<file path="src/rtl/riscv_muldiv_pkg.sv">
// riscv_muldiv_pkg: RV32M op encodings, FSM states and operand-signedness helpers
package riscv_muldiv_pkg;
  localparam logic [2:0] OP_MUL    = 3'b000;
  localparam logic [2:0] OP_MULH   = 3'b001;
  localparam logic [2:0] OP_MULHSU = 3'b010;
  localparam logic [2:0] OP_MULHU  = 3'b011;
  localparam logic [2:0] OP_DIV    = 3'b100;
  localparam logic [2:0] OP_DIVU   = 3'b101;
  localparam logic [2:0] OP_REM    = 3'b110;
  localparam logic [2:0] OP_REMU   = 3'b111;
  typedef enum logic [1:0] {S_IDLE, S_CALC, S_FIX, S_DONE} state_t;
  function automatic logic is_div(input logic [2:0] op);
    return op[2];
  endfunction
  function automatic logic is_signed_a(input logic [2:0] op);
    return op[2] ? ~op[0] : (op[1:0] != 2'b11);
  endfunction
  function automatic logic is_signed_b(input logic [2:0] op);
    return op[2] ? ~op[0] : ~op[1];
  endfunction
endpackage

</file>
<file path="src/rtl/riscv_muldiv_step.sv">
// riscv_muldiv_step: one combinational shift-add (multiply) or trial-subtract (divide) iteration
//   div_i  1       select restoring-divide step instead of shift-add
//   p_i    2*XLEN  working register in: {acc, multiplier} or {remainder, dividend/quotient}
//   m_i    XLEN    multiplicand magnitude or divisor magnitude
//   p_o    2*XLEN  working register after one iteration
module riscv_muldiv_step #(
  parameter int XLEN = 32
) (
  input  logic              div_i,
  input  logic [2*XLEN-1:0] p_i,
  input  logic [XLEN-1:0]   m_i,
  output logic [2*XLEN-1:0] p_o
);
  logic [XLEN:0]   sum;
  logic [XLEN:0]   sh;
  logic [XLEN-1:0] dif;
  logic [XLEN-1:0] up;
  logic            ge;
  // Multiply: add multiplicand when the multiplier LSB is set, carry shifts into the top
  assign sum = {1'b0, p_i[2*XLEN-1:XLEN]} + {1'b0, (p_i[0] ? m_i : {XLEN{1'b0}})};
  // Divide: remainder shifted left with the next dividend bit needs XLEN+1 bits to compare
  assign sh  = p_i[2*XLEN-1:XLEN-1];
  assign ge  = sh >= {1'b0, m_i};
  // Difference is below the divisor whenever it is used, so XLEN-bit modular subtract suffices
  assign dif = sh[XLEN-1:0] - m_i;
  assign up  = ge ? dif : sh[XLEN-1:0];
  assign p_o = div_i ? {up, p_i[XLEN-2:0], ge} : {sum, p_i[XLEN-1:1]};
endmodule

</file>
<file path="src/rtl/riscv_muldiv_unit.sv">
// riscv_muldiv_unit: iterative RV32M multiply/divide unit with valid/ready handshake and flush
//   clk, rst_n                 clock, asynchronous active-low reset
//   in_valid_i/in_ready_o      request handshake (ready only when idle)
//   op_i, a_i, b_i             funct3 op and rs1/rs2 operands, latched at accept
//   flush_i                    kills any op in flight, wins over accept and output handshake
//   out_valid_o/out_ready_i    result handshake; result_o held until taken
//   busy_o                     unit not idle
module riscv_muldiv_unit
  import riscv_muldiv_pkg::*;
#(
  parameter int XLEN            = 32,
  parameter int STEPS_PER_CYCLE = 1
) (
  input  logic            clk,
  input  logic            rst_n,
  input  logic            in_valid_i,
  output logic            in_ready_o,
  input  logic [2:0]      op_i,
  input  logic [XLEN-1:0] a_i,
  input  logic [XLEN-1:0] b_i,
  input  logic            flush_i,
  output logic            out_valid_o,
  input  logic            out_ready_i,
  output logic [XLEN-1:0] result_o,
  output logic            busy_o
);
  localparam int N  = XLEN / STEPS_PER_CYCLE;
  localparam int CW = $clog2(N) + 1;
  localparam logic [XLEN-1:0] MOST_NEG = {1'b1, {(XLEN-1){1'b0}}};
  state_t            state_q, state_d;
  logic [CW-1:0]     cnt_q;
  logic [2*XLEN-1:0] p_q, prod;
  logic [XLEN-1:0]   m_q;
  logic [2:0]        op_q;
  logic              neg_q, neg_r_q;
  logic              accept, sa, sb, b_zero, ovf, special, last, op_div;
  logic [XLEN-1:0]   abs_a, abs_b, special_res, quo, rem, fix_res;
  logic [2*XLEN-1:0] chain [STEPS_PER_CYCLE+1];
  assign in_ready_o = state_q == S_IDLE;
  assign busy_o     = state_q != S_IDLE;
  assign accept     = in_valid_i & in_ready_o & ~flush_i;
  assign sa         = is_signed_a(op_i) & a_i[XLEN-1];
  assign sb         = is_signed_b(op_i) & b_i[XLEN-1];
  assign abs_a      = sa ? -a_i : a_i;
  assign abs_b      = sb ? -b_i : b_i;
  // Division cases resolved at accept without iterating
  assign b_zero      = is_div(op_i) & (b_i == '0);
  assign ovf         = is_div(op_i) & ~op_i[0] & (a_i == MOST_NEG) & (b_i == '1);
  assign special     = b_zero | ovf;
  assign special_res = b_zero ? (op_i[1] ? a_i : '1) : (op_i[1] ? '0 : a_i);
  assign op_div   = is_div(op_q);
  assign chain[0] = p_q;
  for (genvar s = 0; s < STEPS_PER_CYCLE; s++) begin : g_step
    riscv_muldiv_step #(.XLEN(XLEN)) u_step (
      .div_i(op_div),
      .p_i  (chain[s]),
      .m_i  (m_q),
      .p_o  (chain[s+1])
    );
  end
  // Sign fix: product/quotient follow sa^sb, remainder follows the dividend
  assign prod    = neg_q ? -p_q : p_q;
  assign quo     = neg_q ? -p_q[XLEN-1:0] : p_q[XLEN-1:0];
  assign rem     = neg_r_q ? -p_q[2*XLEN-1:XLEN] : p_q[2*XLEN-1:XLEN];
  assign fix_res = op_div ? (op_q[1] ? rem : quo) :
                   (op_q == OP_MUL ? prod[XLEN-1:0] : prod[2*XLEN-1:XLEN]);
  assign last    = cnt_q == CW'(N - 1);
  always_comb begin
    state_d = flush_i              ? S_IDLE :
              state_q == S_IDLE    ? (accept ? (special ? S_DONE : S_CALC) : S_IDLE) :
              state_q == S_CALC    ? (last ? S_FIX : S_CALC) :
              state_q == S_FIX     ? S_DONE :
              (out_valid_o & out_ready_i) ? S_IDLE : S_DONE;
  end
  always_ff @(posedge clk or negedge rst_n) begin
    if (!rst_n) begin
      state_q     <= S_IDLE;
      cnt_q       <= '0;
      p_q         <= '0;
      m_q         <= '0;
      op_q        <= '0;
      neg_q       <= 1'b0;
      neg_r_q     <= 1'b0;
      result_o    <= '0;
      out_valid_o <= 1'b0;
    end else begin
      state_q     <= state_d;
      out_valid_o <= state_d == S_DONE;
      if (accept) begin
        op_q    <= op_i;
        neg_q   <= sa ^ sb;
        neg_r_q <= sa;
        cnt_q   <= '0;
        p_q     <= {{XLEN{1'b0}}, (is_div(op_i) ? abs_a : abs_b)};
        m_q     <= is_div(op_i) ? abs_b : abs_a;
        if (special) result_o <= special_res;
      end
      if (state_q == S_CALC) begin
        p_q   <= chain[STEPS_PER_CYCLE];
        cnt_q <= cnt_q + 1'b1;
      end
      if (state_q == S_FIX) result_o <= fix_res;
    end
  end
endmodule
</file>
<file path="config.mk">
export PLATFORM = sky130hd
export DESIGN_NAME = riscv_muldiv_unit
export DESIGN_NICKNAME = d
export VERILOG_FILES = /design/src/rtl/riscv_muldiv_pkg.sv /design/src/rtl/riscv_muldiv_step.sv /design/src/rtl/riscv_muldiv_unit.sv
export SDC_FILE = /design/constraint.sdc
export NUM_CORES = 1
export LEC_CHECK = 0
export ABC_AREA = 0
export ABC_CLOCK_PERIOD_IN_PS = 6800
export BUFFER_PORTS_ARGS = -buffer_cell sky130_fd_sc_hd__buf_2
export CORE_MARGIN = 4
export CORE_UTILIZATION = 25
export CTS_CLUSTER_SIZE = 12
export DETAILED_ROUTE_END_ITERATION = 10
export PLACE_DENSITY = 0.47
export SYNTH_ARGS = -nofsm -noshare
export SYNTH_HDL_FRONTEND = slang
export SYNTH_SLANG_ARGS = --single-unit
</file>
<file path="constraint.sdc">
create_clock -name clk -period 6.8 [get_ports clk]
set_input_delay 2.04 -clock clk [delete_from_list [all_inputs] [get_ports clk]]
set_output_delay 2.04 -clock clk [all_outputs]
set_load 0.05 [all_outputs]
</file>
==> impl_metrics.json <==
{
  "area.sequential_mm2": 0.003558,
  "cts_setup_buffers": 0,
  "seqPwrFrac": 0.238,
  "synth_edf_count": 0,
  "clock_skew_ns": 0.02263,
  "status": "finished clean",
  "ys_seq_elements": 142,
  "grt_pass1_vias": 14170,
  "post-dp-hpwl_um": 46160,
  "dr.pass1.iters": 5,
  "worstHoldPathCells": 2,
  "syn_avg_cell_area_um2": 7.427,
  "core_region_area_mm2": 0.06025,
  "hold_path_class": "reg -> reg",
  "diodes": 0,
  "syn_inst": 2046,
  "drtIter0Drc": 1324,
  "vias": 15190,
  "io_pins": 107,
  "tns_ns": 0,
  "start_kind": "input pin",
  "slowest_delay_ns": 0.62,
  "cts_buffers": 17,
  "relSlewSlack": 0.1883,
  "synth-seq-area-share": 0.2338,
  "cp_cell_sequence": "buf_2 -> nor4_1 -> nand3b_1 -> nor3_1 -> nand3_1 -> nor3_2 -> buf_4 -> o21ai_4 -> buf_4 -> inv_1 -> o211ai_1 -> o21ai_0 -> o211ai_1",
  "cts_tree": "done",
  "fmax_mhz": 183.6,
  "setup_viol": 0,
  "grt_max_degree": 115,
  "comb_power_share": 0.632,
  "synth_area_mm2": 0.01520,
  "slew_violations": 0,
  "cts_root_buf": "clkbuf_16",
  "cellLeakagePower_nw": 6.760,
  "synth_top_cell_by_area": "dfrtp_1",
  "crit_type": "in -> reg",
  "wl_met3_um": 2716,
  "initial_utilization": 0.2522,
  "path_max_fanout": 51,
  "hold_viol": 0,
  "die_y_um": 254.5,
  "gr-total-overflow": 0,
  "synthTopCellsByArea": "dfrtp_1 (23%), a21oi_1 (6.2%), xnor2_1 (6.1%)",
  "swShare": 0.5325,
  "synth.distinct_cells": 72,
  "wl_per_cell_um": 21.30,
  "cts.clk_slew.worst_paths_ns": 0.06,
  "peakVddDrop_v": 0.0001744,
  "synth_top_cell_area_share": 0.2338,
  "fillers": 6550,
  "rsz0062_at_grt": "no",
  "ys_top_cells_by_count": "nor2_1 (210), nand2_1 (196), a21oi_1 (187)",
  "top_layer": "met4",
  "synthArstFlopShare": 1.000,
  "drt-total-wl_um": 60320,
  "period_share": 0.8008,
  "die-area_mm2": 0.06479,
  "final_nets": 2181,
  "ys.flop_type": "dfrtp_1",
  "post-route-drc-count": 0,
  "endpoint_kind": "flop",
  "fin_crit_ns": 5.446,
  "clock_latency_ns": 0.47,
  "wl_met2_um": 27220,
  "worst_pin_slew_ns": 1.218,
  "synth-warning-count": 0,
  "synth_most_common_cell": "nor2_1",
  "wl_met1_um": 27600,
  "rows": 90,
  "via_per_inst": 5.363,
  "arrival_ns": 5.75,
  "cts_resized": 0,
  "clock-sinks": 142,
  "antenna_left": 0,
  "synth_nets": 2190,
  "maxCapViolCount": 0,
  "slowest_stage": "nor3_1",
  "portBuffers": 106,
  "ff2ff_path_depth": 13,
  "multi_input_area_mm2": 0.01083,
  "grt_first_pass_wirelength_um": 90160,
  "htree_levels": 4,
  "die_x_um": 254.5,
  "syn_to_final_growth_pct": 11.29,
  "p_clk_frac": 0.130,
  "ctsHoldBuffers": 0,
  "clock_path_buffers": 2,
  "cellPowerDensity_mw_per_mm2": 449.9,
  "p_int_mw": 3.557,
  "antenna_found_initial": 0,
  "fin_util": 0.2807,
  "gp_congestion": 0.9057,
  "drive_gt1_frac": 0.09610,
  "grtUsageTotal": 0.1820,
  "cp.required_ns": 7.10,
  "p_sw_mw": 4.052
}
==> per-layer routing <==
layer,global-route usage,vias to the layer above
met5,0,-
met1,0.2512,7274
met2,0.2862,443
li1,-,7410
met3,0.02264,62
met4,0.08153,0
==> metrics by stage <==
step,std cells,hold slack (ns),setup WS (ns),instance area (um^2),power (mW)
floorplan,2046,0.4497,1.946,15200,5.211
global placement,2800,0.4660,1.099,16330,6.543
detailed placement,2800,0.4712,0.9219,16330,6.576
CTS,2832,0.4878,1.412,16910,7.596
global route,2832,0.5054,1.040,16910,8.178
finish,2832,0.4833,1.354,16910,7.609
==> critical path: cells and delay by family <==
family / cells / cell delay, ns
AO/OA/AOI/OAI: 4 / 0.48
buffers and inverters: 4 / 1.18
AND/OR/NAND/NOR: 5 / 2.03
==> sequential cells by signal, summed over array words and instances (netlist names) <==
name / cells
p_q: 64
state_q: 2
op_q: 3
cnt_q: 6
out_valid_o: 1
neg_r_q: 1
result_o: 32
neg_q: 1
m_q: 32
==> cells by family (layout without fill, tap and decap cells) <==
family,after synthesis,count (layout),share of synthesized area
AOI/OAI and AO/OA,714,714,0.2958
and+or+nand+nor,620,620,0.1886
buffers and inverters,223,227,0.05640
xor gates and xnor gates,203,203,0.1170
DFF,142,142,0.2338
adders and majority gates,72,72,0.06027
muxes,72,72,0.04800
==> layout by cell type (no fill, tap or decap), drive strengths merged, types with 7 or more instances in the layout <==
cell,instances
mux2,7
nand2,196
clkinv,9
inv,70
a21o,38
nand4,17
a31oi,20
o21bai,14
a22oi,13
or2,8
or3,18
or4,25
nor2,210
nor2b,14
o41ai,10
xor2,97
o211ai,39
ha,70
mux2i,65
dfrtp,142
o221ai,8
o21ai,192
nor3,34
a31o,7
o31ai,32
a21oi,187
nor4,18
nand2b,19
and2,10
a211oi,103
clkbuf,19
a221oi,9
xnor2,106
nand3,31
buf,125
==> worst paths after layout <==
kind | slack (ns) | end | start
max in group asynchronous | 4.30 | op_q[2] | rst_n
hold / removal | 0.48 | m_q[28] | m_q[28]
hold reg to reg | 0.48 | m_q[28] | m_q[28]
setup reg to reg | 2.12 | p_q[59] | p_q[0]
setup / recovery | 1.35 | result_o[29] | b_i[5]
min in group asynchronous | 1.54 | p_q[60] | rst_n
==> layout make-up <==
type / instances / share of cell area
clock buffer: 19 / 0.02619
clock inverter: 13 / 0.008212
inverter: 70 / 0.01554
multi-input combinational: 1681 / 0.6401
sequential: 142 / 0.2104
tap: 782 / 0.05786
timing repair buffer: 125 / 0.04165
==> power by group through the flow <==
| stage | Clock [mW] | Combinational [mW] | Sequential [mW] |
|---|---|---|---|
| floorplan | 0 | 3.45 | 1.76 |
| global placement | 0 | 4.74 | 1.81 |
| detailed placement | 0 | 4.77 | 1.81 |
| CTS | 1.01 | 4.79 | 1.80 |
| global route | 1.03 | 5.28 | 1.86 |
| finish | 0.986 | 4.81 | 1.81 |
Note: power is estimated with default switching activity, not from simulation.
